===== config.mk =====
export PLATFORM = sky130hd
export DESIGN_NAME = gs_stream_engine
export DESIGN_NICKNAME = d
export VERILOG_FILES = /design/src/rtl/gs_stream_pkg.sv /design/src/rtl/gs_sample_skid.sv /design/src/rtl/gs_stream_engine.sv
export SDC_FILE = /design/constraint.sdc
export NUM_CORES = 1
export LEC_CHECK = 0
export CAP_MARGIN = 25
export CORE_ASPECT_RATIO = 0.5
export CORE_MARGIN = 2
export CORE_UTILIZATION = 55
export CTS_CLUSTER_DIAMETER = 100
export DETAILED_ROUTE_END_ITERATION = 16
export PLACE_DENSITY = 0.76
export REMOVE_ABC_BUFFERS = 1
export SLEW_MARGIN = 20
export SYNTH_ARGS = -nofsm -noshare
export SYNTH_HDL_FRONTEND = slang
export SYNTH_SLANG_ARGS = --single-unit

===== constraint.sdc =====
create_clock -name iClk -period 15.4 [get_ports iClk]
set_input_delay 3.85 -clock iClk [delete_from_list [all_inputs] [get_ports iClk]]
set_output_delay 3.85 -clock iClk [all_outputs]
set_load 0.01 [all_outputs]

===== src/rtl/gs_stream_pkg.sv =====
// Shared types and helpers for the GS raw-signal stream engine.
package gs_stream_pkg;

  typedef enum logic [2:0] {
    IDLE,
    LATCH,
    CHECK,
    STREAM,
    FLUSH,
    DONE
  } gs_state_t;

  localparam int CMD_FIELD_W  = 8;
  localparam int CMD_CH_LSB   = 24;
  localparam int CMD_ADDR_LSB = 16;
  localparam int CMD_CNT_LSB  = 8;
  localparam int CMD_REP_LSB  = 0;

  // Port/counter width that never collapses to zero bits.
  function automatic int clog2_min1(input int value);
    return (value <= 2) ? 1 : $clog2(value);
  endfunction

endpackage


===== src/rtl/gs_sample_skid.sv =====
// Small circular FIFO that absorbs memory read returns while the packer
// is stalled; clr drops all contents in one cycle.
module gs_sample_skid
  import gs_stream_pkg::*;
#(
  parameter int DEPTH = 3,
  parameter int WIDTH = 16,
  parameter int OCC_W = clog2_min1(DEPTH + 1)
) (
  input  logic             clk,
  input  logic             rst,
  input  logic             clr,
  input  logic             push,
  input  logic [WIDTH-1:0] push_data,
  input  logic             pop,
  output logic [WIDTH-1:0] pop_data,
  output logic [OCC_W-1:0] occupancy
);

  localparam int PTR_W = clog2_min1(DEPTH);
  localparam logic [PTR_W-1:0] LAST_PTR = PTR_W'(DEPTH - 1);

  logic [WIDTH-1:0] mem [DEPTH];
  logic [PTR_W-1:0] wr_ptr;
  logic [PTR_W-1:0] rd_ptr;

  assign pop_data = mem[rd_ptr];

  always_ff @(posedge clk or posedge rst) begin
    if (rst) begin
      wr_ptr    <= '0;
      rd_ptr    <= '0;
      occupancy <= '0;
      for (int i = 0; i < DEPTH; i++) mem[i] <= '0;
    end else if (clr) begin
      wr_ptr    <= '0;
      rd_ptr    <= '0;
      occupancy <= '0;
    end else begin
      if (push) begin
        mem[wr_ptr] <= push_data;
        wr_ptr      <= (wr_ptr == LAST_PTR) ? '0 : wr_ptr + 1'b1;
      end
      if (pop) rd_ptr <= (rd_ptr == LAST_PTR) ? '0 : rd_ptr + 1'b1;
      if (push && !pop) occupancy <= occupancy + 1'b1;
      else if (!push && pop) occupancy <= occupancy - 1'b1;
    end
  end

endmodule


===== src/rtl/gs_stream_engine.sv =====
// Command-driven sample streamer: reads a window of one sample memory,
// repeats it, packs samples into TX words and honours TX backpressure.
//
// state  | meaning
// IDLE   | waiting for a command in the RX FIFO
// LATCH  | RX FIFO data valid, capture command word
// CHECK  | validate channel, load address/count/repeat counters
// STREAM | issue reads, collect returns, pack and write words
// FLUSH  | write the padded partial word, if any
// DONE   | pulse oDone
module gs_stream_engine
  import gs_stream_pkg::*;
#(
  parameter int SAMPLE_W   = 16,
  parameter int PACK       = 2,
  parameter int ADDR_W     = 8,
  parameter int NUM_CH     = 4,
  parameter int MEM_LAT    = 1,
  parameter int SWAP_BYTES = 1
) (
  input  logic                          iClk,
  input  logic                          iReset,
  input  logic                          iCmdEmpty,
  output logic                          oCmdRdEn,
  input  logic [31:0]                   i32CmdData,
  output logic [clog2_min1(NUM_CH)-1:0] oMemChSel,
  output logic [ADDR_W-1:0]             oMemAddr,
  output logic                          oMemRdEn,
  input  logic [SAMPLE_W-1:0]           iMemData,
  output logic                          oTxWrEn,
  output logic [SAMPLE_W*PACK-1:0]      oTxData,
  input  logic                          iTxFull,
  input  logic                          iAbort,
  output logic                          oBusy,
  output logic                          oDone,
  output logic                          oError,
  output logic [15:0]                   o16WordCount
);

  localparam int CH_W       = clog2_min1(NUM_CH);
  localparam int SKID_DEPTH = MEM_LAT + 2;
  localparam int OCC_W      = clog2_min1(SKID_DEPTH + 1);
  localparam int LANE_W     = clog2_min1(PACK + 1);

  localparam logic [OCC_W:0]             FILL_MAX   = (OCC_W + 1)'(SKID_DEPTH);
  localparam logic [CMD_FIELD_W-1:0]     NUM_CH_B   = CMD_FIELD_W'(NUM_CH);
  localparam logic [LANE_W-1:0]          LANES_FULL = LANE_W'(PACK);

  gs_state_t                state;
  logic                     rst_done;
  logic [31:0]              cmd_q;
  logic [ADDR_W-1:0]        addr;
  logic [8:0]               remaining;
  logic [7:0]               reps;
  logic [MEM_LAT-1:0]       rd_pipe;
  logic [OCC_W-1:0]         pending;
  logic [LANE_W-1:0]        lane_idx;
  logic [SAMPLE_W*PACK-1:0] pack_data;

  logic [CMD_FIELD_W-1:0]   cmd_ch;
  logic [ADDR_W-1:0]        cmd_start;
  logic [CMD_FIELD_W-1:0]   cmd_cnt;
  logic [CMD_FIELD_W-1:0]   cmd_rep;
  logic [8:0]               count_full;
  logic [7:0]               reps_init;

  logic                     abort_now;
  logic                     skid_push;
  logic                     skid_pop;
  logic                     skid_clr;
  logic [SAMPLE_W-1:0]      sample_in;
  logic [SAMPLE_W-1:0]      skid_dout;
  logic [OCC_W-1:0]         skid_occ;
  logic [OCC_W:0]           fill_total;
  logic                     can_issue;
  logic                     stream_drained;
  logic                     tx_fire;

  assign cmd_ch     = cmd_q[CMD_CH_LSB +: CMD_FIELD_W];
  assign cmd_start  = cmd_q[CMD_ADDR_LSB +: ADDR_W];
  assign cmd_cnt    = cmd_q[CMD_CNT_LSB +: CMD_FIELD_W];
  assign cmd_rep    = cmd_q[CMD_REP_LSB +: CMD_FIELD_W];
  assign count_full = (cmd_cnt == '0) ? 9'd256 : {1'b0, cmd_cnt};
  assign reps_init  = (cmd_rep == '0) ? 8'd1 : cmd_rep;

  // RX FIFO delivers data the cycle after the strobe, i.e. during LATCH.
  assign oCmdRdEn  = rst_done && (state == IDLE) && !iCmdEmpty;
  assign abort_now = iAbort && (state != IDLE);

  if (SWAP_BYTES != 0) begin : g_swap
    assign sample_in = {iMemData[7:0], iMemData[SAMPLE_W-1:8]};
  end else begin : g_noswap
    assign sample_in = iMemData;
  end

  // Reads are only issued while the skid can hold every outstanding return.
  assign skid_push      = rd_pipe[MEM_LAT-1] && !abort_now;
  assign skid_clr       = abort_now;
  assign skid_pop       = (state == STREAM) && !iAbort && (lane_idx != LANES_FULL) && (skid_occ != '0);
  assign fill_total     = {1'b0, skid_occ} + {1'b0, pending};
  assign can_issue      = (state == STREAM) && (remaining != '0) && (fill_total < FILL_MAX);
  assign stream_drained = (remaining == '0) && (pending == '0) && (skid_occ == '0);
  assign tx_fire        = !iAbort && !iTxFull && (lane_idx != '0) &&
                          (((state == STREAM) && (lane_idx == LANES_FULL)) || (state == FLUSH));

  gs_sample_skid #(
    .DEPTH (SKID_DEPTH),
    .WIDTH (SAMPLE_W),
    .OCC_W (OCC_W)
  ) u_skid (
    .clk       (iClk),
    .rst       (iReset),
    .clr       (skid_clr),
    .push      (skid_push),
    .push_data (sample_in),
    .pop       (skid_pop),
    .pop_data  (skid_dout),
    .occupancy (skid_occ)
  );

  always_ff @(posedge iClk or posedge iReset) begin
    if (iReset) begin
      state        <= IDLE;
      rst_done     <= 1'b0;
      cmd_q        <= '0;
      addr         <= '0;
      remaining    <= '0;
      reps         <= '0;
      rd_pipe      <= '0;
      pending      <= '0;
      lane_idx     <= '0;
      pack_data    <= '0;
      oMemChSel    <= '0;
      oMemAddr     <= '0;
      oMemRdEn     <= 1'b0;
      oTxWrEn      <= 1'b0;
      oTxData      <= '0;
      oBusy        <= 1'b0;
      oDone        <= 1'b0;
      oError       <= 1'b0;
      o16WordCount <= '0;
    end else begin
      rst_done <= 1'b1;
      oDone    <= 1'b0;
      oError   <= 1'b0;
      oTxWrEn  <= 1'b0;
      oMemRdEn <= 1'b0;
      rd_pipe  <= (rd_pipe << 1) | MEM_LAT'(oMemRdEn);

      if (abort_now) begin
        state     <= IDLE;
        oBusy     <= 1'b0;
        rd_pipe   <= '0;
        pending   <= '0;
        remaining <= '0;
        lane_idx  <= '0;
        pack_data <= '0;
      end else begin
        if (skid_pop) begin
          for (int k = 0; k < PACK; k++)
            if (lane_idx == LANE_W'(k)) pack_data[k*SAMPLE_W +: SAMPLE_W] <= skid_dout;
          lane_idx <= lane_idx + 1'b1;
        end else if (tx_fire) begin
          oTxWrEn   <= 1'b1;
          oTxData   <= pack_data;
          pack_data <= '0;
          lane_idx  <= '0;
          if (o16WordCount != 16'hFFFF) o16WordCount <= o16WordCount + 16'd1;
        end

        case (state)
          IDLE: begin
            if (oCmdRdEn) begin
              state <= LATCH;
              oBusy <= 1'b1;
            end
          end
          LATCH: begin
            cmd_q        <= i32CmdData;
            o16WordCount <= '0;
            state        <= CHECK;
          end
          CHECK: begin
            if (cmd_ch >= NUM_CH_B) begin
              oError <= 1'b1;
              oBusy  <= 1'b0;
              state  <= IDLE;
            end else begin
              oMemChSel <= cmd_ch[CH_W-1:0];
              addr      <= cmd_start;
              remaining <= count_full;
              reps      <= reps_init;
              state     <= STREAM;
            end
          end
          STREAM: begin
            if (can_issue) begin
              oMemRdEn <= 1'b1;
              oMemAddr <= addr;
              if ((remaining == 9'd1) && (reps > 8'd1)) begin
                addr      <= cmd_start;
                remaining <= count_full;
                reps      <= reps - 8'd1;
              end else begin
                addr      <= addr + 1'b1;
                remaining <= remaining - 9'd1;
              end
            end
            if (can_issue && !skid_push) pending <= pending + 1'b1;
            else if (!can_issue && skid_push) pending <= pending - 1'b1;
            if (stream_drained) state <= FLUSH;
          end
          FLUSH: begin
            if ((lane_idx == '0) || tx_fire) state <= DONE;
          end
          DONE: begin
            oDone <= 1'b1;
            oBusy <= 1'b0;
            state <= IDLE;
          end
          default: state <= IDLE;
        endcase
      end
    end
  end

endmodule


==> out/results.txt, run 1 <==
Postcts setup bufs: 0
Final period utilization: 0.5897
Most frequent cells in the layout: nand2_1 (298), dfrtp_1 (215), clkdlybuf4s50_1 (116), o21ai_0 (50), mux2_2 (38)
Max Buffers Root-to-Sink: 3
RSZ-0062 raised after global routing: no
Worst-Margin Slew: 0.9561 ns
CP Capture Type: primary output
Core area: 0.01740 mm2
Synthesized area per cell: 9.937 um2
FMAX: 110.1 MHz
Std cell rows: 34
Total global-route track usage: 0.2359
Clock Latency Late Sink: 0.49 ns
HP Class: register to register
Clock Skews: 0.008388 ns
Die extent in y: 98.24 um
Startpoint types: input pin
CTS resizes: 0
Yosys reg bits: 215
Drt wl/cell: 16.12 um
Max-Cap Viols: 0
Detailed placer's ending HPWL: 13630 um
Max_slew headroom: 0.3612
Crit path time final: 9.081 ns
Distinct cells, synth: 65
Placer congestion estimate: 0.8653
Netlist area before placement: 0.009768 mm2
Sequential-to-total area share from yosys stat: 0.5508
DP Cell Count: 1290
Multi-input gate area: 0.004113 mm2
CTS HTree Levels: 1
Register area: 0.005380 mm2
Nets@finish: 1145
Layout area overhead: 20.92%
Final setup viols: 0
Switching fraction of total power: 0.3329
GR Overflow Total: 0
EDFF count, synth: 0
I/O Pins: 117
Die area: 0.01891 mm2
Final total power: 1739 uW
Logic pwr share: 0.276
CP arrival: 5.23 ns
Starting Density: 0.5614
Die Width: 192.5 um
Internal power: 1160 uW
Vias in the first global route: 7310
Largest net degree at the start of global routing: 145
Share of layout cells above drive strength 1: 0.09149
CTS tree: done
Yosys Warn Count: 0
Initial DRC Count: 435
WL final: 21390 um
Clock power frac: 0.279
First-pass iteration count of the detailed router: 5
DR vias/cell: 5.540
Power Density: 147.2 mW/mm2
Required @ worst endpoint: 11.55 ns
Antenna-violating nets left: 0
Via count of the routed design: 7351
Ant. Diodes: 0
TritonCTS Sinks: 215
DRC errors left: 0
Most common cell after layout, fill and taps aside: nand2_1
Flop pwr share: 0.445
Final Hold Fails: 0
Clock root cell: clkbuf_16
Critical path fanouts, max: 3
Number of CTS-inserted buffers: 20
Switch Pwr: 579.0 uW
Clock transition at path regs: 0.07 ns
P_leak: 0.005323 uW
Cts hold-fix bufs: 0
Status: complete, no violations
Antenna violations before repair: 0
Synth Flop Type: dfrtp_1
Peak VDD IR: 94.90 uV
I/O Buffers: 116
First-pass GRT wire length: 36260 um
Setup TNS: 0 ns
Post-synth ARST share: 1.000
Post-route insts no fill: 1327
Final slew viol count: 0
Crit path kind: input pin to primary output
Fillcell total: 1410
Mapped Cells: 983
## worst max-delay path, cell delays in order
cell	delay, ns
clkdlybuf4s50_1	0.40
o21ai_0	0.25
and2_1	0.20
clkdlybuf4s50_1	0.54
## worst paths after layout
kind,startpoint,end,slack [ns],depth (start not counted)
max,iCmdEmpty,oCmdRdEn,6.32,4
min,pack_data[21],oTxData[21],0.47,2
max reg2reg,state[1],reps[1],12.27,5
min reg2reg,pack_data[21],oTxData[21],0.47,2
max in group asynchronous,iReset,pack_data[10],9.96,4
min in group asynchronous,iReset,oTxData[1],3.74,2
## state kept, by name (all words and copies together), names as in the netlist, 2 cells and up
register / cells
oTxData: 32
oMemAddr: 8
addr: 8
u_skid.mem: 48
pending: 2
o16WordCount: 16
u_skid.wr_ptr: 2
oMemChSel: 2
lane_idx: 2
remaining: 9
u_skid.occupancy: 2
u_skid.rd_ptr: 2
cmd_q: 32
state: 3
reps: 8
pack_data: 32
## synthesized netlist by cell type, types with 3 or more instances
master | number | area share
a211oi_1 | 4 | 0.0031
a21o_1 | 7 | 0.0054
a21oi_1 | 17 | 0.0087
a22oi_1 | 5 | 0.0038
a32o_1 | 4 | 0.0041
and3_1 | 7 | 0.0045
and4_1 | 3 | 0.0027
buf_2 | 6 | 0.0031
clkbuf_1 | 43 | 0.017
dfrtp_1 | 215 | 0.55
ha_1 | 11 | 0.014
inv_1 | 20 | 0.0077
mux2_1 | 19 | 0.022
mux2_2 | 38 | 0.044
mux2i_1 | 36 | 0.037
nand2_1 | 298 | 0.11
nand2b_1 | 4 | 0.0026
nand3_1 | 19 | 0.0097
nand4_1 | 9 | 0.0058
nor2_1 | 35 | 0.013
nor2b_1 | 5 | 0.0032
nor3_1 | 11 | 0.0056
nor4_1 | 15 | 0.0096
o211ai_1 | 5 | 0.0038
o21ai_0 | 50 | 0.026
o21ai_1 | 20 | 0.010
o22ai_1 | 9 | 0.0058
o2bb2ai_1 | 3 | 0.0027
o31ai_1 | 3 | 0.0023
o41ai_1 | 4 | 0.0036
or2_2 | 4 | 0.0026
or3_1 | 3 | 0.0019
xnor2_1 | 8 | 0.0072
## power by group through the flow
| stage | clock (uW) | sequential [uW] | combinational [uW] |
|---|---|---|---|
| global route | 519 | 789 | 545 |
| detailed placement | 0 | 781 | 477 |
| global placement | 0 | 775 | 460 |
| CTS | 496 | 773 | 482 |
| finish | 484 | 774 | 481 |
| floorplan | 0 | 760 | 325 |
## cell families after synthesis
logic type,after synthesis,synth area share
other cells,1,0.0003839
simple gates,430,0.1928
buf+inv,74,0.03189
fa+ha+maj,12,0.01614
compound gates,150,0.09825
flops,215,0.5508
xor+xnor,8,0.007173
mux,93,0.1026
## through the flow
step	hold slack, ns	worst slack, ns	util	area, um2
after floorplan	0.4379	5.671	-	9535
after global placement	0.4488	6.340	0.6380	11100
after detailed placement	0.4487	6.324	0.6396	11130
after CTS	0.4641	6.314	0.6764	11770
after global routing	0.4909	6.220	0.6788	11810
final	0.4666	6.319	0.6788	11810
## cell type report
type	count	share of cell area
flip-flops and latches	215	0.4555
multi-input cells	694	0.3482
repair buffers	128	0.1100
clock buffers	33	0.05339
well taps	234	0.02479
inverters	21	0.007309
clock inverters	2	0.0008475
## routing by layer
metal  global-route usage  part of all wire
met1               0.3437              0.47
met2               0.3796              0.47
met3              0.03666             0.040
met4              0.04639             0.013
met5                    0                 0
Power figures use the tool's default switching activity.
==> run 2, diff against run 1 <==
- CORE_UTILIZATION: 55 -> 51
- PLACE_DENSITY: 0.76 -> 0.74
- clock period: 15.4 -> 8.2 ns (I/O delays scaled with it)
==> run 2 against run 1 <==
Sequential share of layout area is 0.20 points lower. Non-clock buffer count is 2 lower. Core utilization is 4.0 points lower. Critical path depth stayed put. Register-to-register slack worse by 7.3 ns. First-iteration DRC count is 11% lower. Flip-flop and latch count stayed put. Combinational power is 87% higher. Hold slack better by 0.0012 ns. Clock power is 110% higher. Die area is 7.6% higher. Global-route usage is 1.8 points lower. Critical endpoint unchanged. Largest cell class unchanged.
==> out/results.txt, run 2 (synthesis results as in run 1) <==
Cts hold-fix bufs: 0
Crit path capture: oCmdRdEn
Reg-to-reg slack, setup: 5.01 ns
Clock Latency Late Sink: 0.49 ns
Final setup viols: 0
First-pass GRT wire length: 35610 um
Final period utilization: 0.6681
Detailed placer's ending HPWL: 13970 um
Worst hold margin: 0.4678 ns
CTS HTree Levels: 1
CP arrival: 3.43 ns
Peak VDD IR: 153.2 uV
CTS tree: done
I/O Pins: 117
Final slew viol count: 0
Max-Cap Viols: 0
Reg2reg end: reps[1]
Startpoint types: input pin
GR Overflow Total: 0
R2r worst-path depth: 5
Fin util: 0.6389
Total global-route track usage: 0.2175
Critical Path Source: iCmdEmpty
Crit path time final: 5.478 ns
Max Buffers Root-to-Sink: 3
Nets@finish: 1143
Critical path fanouts, max: 3
First-pass iteration count of the detailed router: 7
Die area: 0.02034 mm2
Worst-Margin Slew: 0.9664 ns
Antenna-violating nets left: 0
Largest net degree at the start of global routing: 130
Drt wl/cell: 15.90 um
TritonCTS Sinks: 215
FMAX: 182.5 MHz
Die extent in y: 101.9 um
FF-to-FF Start: state[2]
CP Capture Type: primary output
Crit path kind: input pin to primary output
Clock transition at path regs: 0.06 ns
Final Instance Area: 0.01186 mm2
Number of CTS-inserted buffers: 20
Final Hold Fails: 0
Most common cell after layout, fill and taps aside: nand2_1
HP Class: register to register
Share of layout cells above drive strength 1: 0.09258
WL final: 21470 um
Layout area overhead: 21.44%
Std cell rows: 35
Setup TNS: 0 ns
Post-DP Area: 0.01113 mm2
Most frequent cells in the layout: nand2_1 (298), dfrtp_1 (215), clkdlybuf4s50_1 (116), o21ai_0 (50), mux2_2 (38)
Die Width: 199.7 um
RSZ-0062 raised after global routing: no
Max FFs per register: 48
Antenna violations before repair: 0
Placer congestion estimate: 0.8708
I/O Buffers: 116
Largest reg by FF count: u_skid.mem
Power Density: 283.0 mW/mm2
DRC errors left: 0
Via count of the routed design: 7300
CTS resizes: 0
Initial DRC Count: 385
P_leak: 0.005329 uW
Required @ worst endpoint: 6.15 ns
Core area: 0.01857 mm2
Status: complete, no violations
Ant. Diodes: 0
Clock Skews: 0.009876 ns
DR vias/cell: 5.407
Vias in the first global route: 7259
Starting Density: 0.5261
Max_slew headroom: 0.3543
Clock root cell: clkbuf_16
Postcts setup bufs: 0
## run 2: where the power goes
part           switching [uW]  internal (uW)
clock                     395            608
sequential                178           1270
combinational             522            379
total                    1100           2260
## run 2: worst min-delay path by stage
| stage | start | to | slack (ns) | depth (start not counted) |
|---|---|---|---|---|
| finish | pack_data[14] | oTxData[14] | 0.47 | 2 |
| global placement | pack_data[20] | oTxData[20] | 0.45 | 2 |
| global route | pack_data[30] | oTxData[30] | 0.48 | 2 |
| floorplan | cmd_q[16] | cmd_q[16] | 0.44 | 2 |
| detailed placement | pack_data[20] | oTxData[20] | 0.45 | 2 |
| CTS | pack_data[20] | oTxData[20] | 0.47 | 2 |
## run 2: cell type report
type	count	area [um2]
Clock buffer	30	609.3
Clock inverter	5	100.1
Fill cell	1551	6705
Inverter	21	86.33
Multi-Input combinational cell	694	4115
Sequential cell	215	5380
Tap cell	259	324.1
Timing Repair Buffer	126	1247
## run 2: worst max-delay path, stage by stage
cell and delay (ns):
clkdlybuf4s50_1 0.40, o21ai_0 0.25, and2_1 0.20, clkdlybuf4s50_1 0.54
## run 2: metrics by stage
step / setup slack, ns / std cells / power [uW]
floorplan: 0.2707 / 930 / 2038
global placement: 2.738 / 1314 / 2327
detailed placement: 2.718 / 1314 / 2371
CTS: 2.712 / 1349 / 3381
global route: 2.651 / 1350 / 3567
finish: 2.722 / 1350 / 3357
## run 2: metal layers
metal	up-vias	GRT usage	part of all wire
li1	3545	-	-
met1	3589	0.3054	0.48
met2	135	0.3640	0.47
met3	31	0.03069	0.037
met4	0	0.05185	0.017
met5	-	0	0
==> run 3, diff against run 2 <==
- CORE_UTILIZATION: 51 -> 55
- PLACE_DENSITY: 0.74 -> 0.76
- clock period: 8.2 -> 5.5 ns (I/O delays scaled with it)
==> run 3 against run 2 <==
Clock skew hardly changed. Worst setup slack worse by 1.4 ns. Sequential power increased by 50%. Hold slack gained 0.0027 ns. Core utilization up 3.9 points. Global-route usage rose by 2.0 points. Cell area decreased by 0.54%. Critical path type unchanged. Critical endpoint unchanged.
==> out/results.txt, run 3 (synthesis results as in run 1) <==
Number of CTS-inserted buffers: 20
Final Hold Fails: 0
Drt wl/cell: 16.32 um
Vias in the first global route: 7310
Clock root cell: clkbuf_16
Die extent in y: 98.24 um
CTS HTree Levels: 1
Slowest cell delay on critical path: 0.54 ns
I/O Buffers: 116
Crit path time final: 4.142 ns
Via count of the routed design: 7374
Final setup viols: 0
Crit path kind: input pin to primary output
Reg2reg end: reps[1]
Slowest CP cell: clkdlybuf4s50_1
Max Buffers Root-to-Sink: 3
Setup TNS: 0 ns
Postcts setup bufs: 0
Max FFs per register: 48
Power Density: 408.1 mW/mm2
Peak VDD IR: 266.2 uV
Worst-Margin Slew: 0.9681 ns
TritonCTS Sinks: 215
Die Width: 192.5 um
Clock transition at path regs: 0.06 ns
First-pass iteration count of the detailed router: 5
Starting Density: 0.5614
Initial DRC Count: 447
DRT met1 WL: 10230 um
WL final: 21670 um
Final slew viol count: 0
Antenna-violating nets left: 0
R2r worst-path depth: 5
First-pass GRT wire length: 36320 um
Most common cell after layout, fill and taps aside: nand2_1
Placer congestion estimate: 0.8425
P_leak: 0.005312 uW
DR vias/cell: 5.553
CP Cell Sequence: clkdlybuf4s50_1, o21ai_0, and2_1, clkdlybuf4s50_1
Hold Path Cell Cnt: 2
Pre-CTS setup slack: 1.367 ns
Most frequent cells in the layout: nand2_1 (298), dfrtp_1 (215), clkdlybuf4s50_1 (116), o21ai_0 (50), mux2_2 (38)
CP Capture Type: primary output
RSZ-0062 raised after global routing: no
DP Cell Count: 1293
Required @ worst endpoint: 4.12 ns
Final Instance Area: 0.01180 mm2
Std cell rows: 34
Largest net degree at the start of global routing: 86
Startpoint types: input pin
Crit path capture: oCmdRdEn
Largest reg by FF count: u_skid.mem
GR Overflow Total: 0
Ant. Diodes: 0
Post-route insts no fill: 1328
Total global-route track usage: 0.2377
HP Class: register to register
Share of layout cells above drive strength 1: 0.09049
Final period utilization: 0.7531
CP arrival: 2.77 ns
Post-DP Area: 0.01120 mm2
Core area: 0.01740 mm2
Nets@finish: 1146
Antenna violations before repair: 0
Cts hold-fix bufs: 0
Critical path fanouts, max: 3
Reg-to-reg slack, setup: 2.37 ns
Met3 wire length: 944 um
CTS tree: done
CTS resizes: 0
Max_slew headroom: 0.3532
FF-to-FF Start: state[2]
Metal2 WL: 10220 um
Setup ws final: 1.358 ns
Clock Skews: 0.009770 ns
Top layer in use: met4
DRC errors left: 0
Final total power: 4815 uW
Die area: 0.01891 mm2
FMAX: 241.4 MHz
Clock Latency Late Sink: 0.49 ns
Critical Path Source: iCmdEmpty
I/O Pins: 117
Max-Cap Viols: 0
Status: complete, no violations
Detailed placer's ending HPWL: 14430 um
Top cell by count, worst path: clkdlybuf4s50_1
Layout area overhead: 20.79%
-- run 3: cell types whose count changed in the layout (fill, tap and decap cells not counted), moves of 2 or more --
cell	delta
clkbuf_8	-2
o2bb2ai_2	-2
clkbuf_1	+4
buf_16	+2
bufinv_16	-3
buf_4	+3
o2bb2ai_4	+2
-- run 3: metal layers --
metal | global-route usage | vias to the layer above
met3 | 0.03882 | 26
met4 | 0.04698 | 0
met5 | 0 | -
li1 | - | 3565
met1 | 0.3421 | 3624
met2 | 0.3857 | 159
-- run 3: how the worst min path moves through the flow --
stage                        startpoint           to  slack, ns
after floorplan               cmd_q[16]    cmd_q[16]       0.44
after global placement     pack_data[0]   oTxData[0]       0.45
after detailed placement  pack_data[23]  oTxData[23]       0.46
after CTS                 pack_data[23]  oTxData[23]       0.47
after global routing       pack_data[0]   oTxData[0]       0.49
final                       oTxData[13]  oTxData[13]       0.47
-- run 3: power by group --
group,switching [uW],internal (uW)
Clock,579,718
Combinational,776,573
Sequential,268,1900
-- run 3: through the flow --
| stage | hold slack [ns] | utilization |
|---|---|---|
| final | 0.4705 | 0.6781 |
| after global routing | 0.4939 | 0.6781 |
| after CTS | 0.4727 | 0.6781 |
| after detailed placement | 0.4560 | 0.6435 |
| after global placement | 0.4516 | 0.6389 |
| after floorplan | 0.4379 | - |
-- run 3: cell type report --
| class | count | area, um2 |
|---|---|---|
| fillers | 1352 | 5600 |
| flip-flops and latches | 215 | 5380 |
| multi-input cells | 694 | 4138 |
| repair buffers | 129 | 1299 |
| clock buffers | 31 | 571.8 |
| well taps | 234 | 292.8 |
| inverters | 21 | 86.33 |
| clock inverters | 4 | 31.28 |
-- run 3: critical path: cells and delay by family --
family / cells / cell delay, ns
buffers and inverters: 2 / 0.93
AOI/OAI and AO/OA: 1 / 0.25
and+or+nand+nor: 1 / 0.21
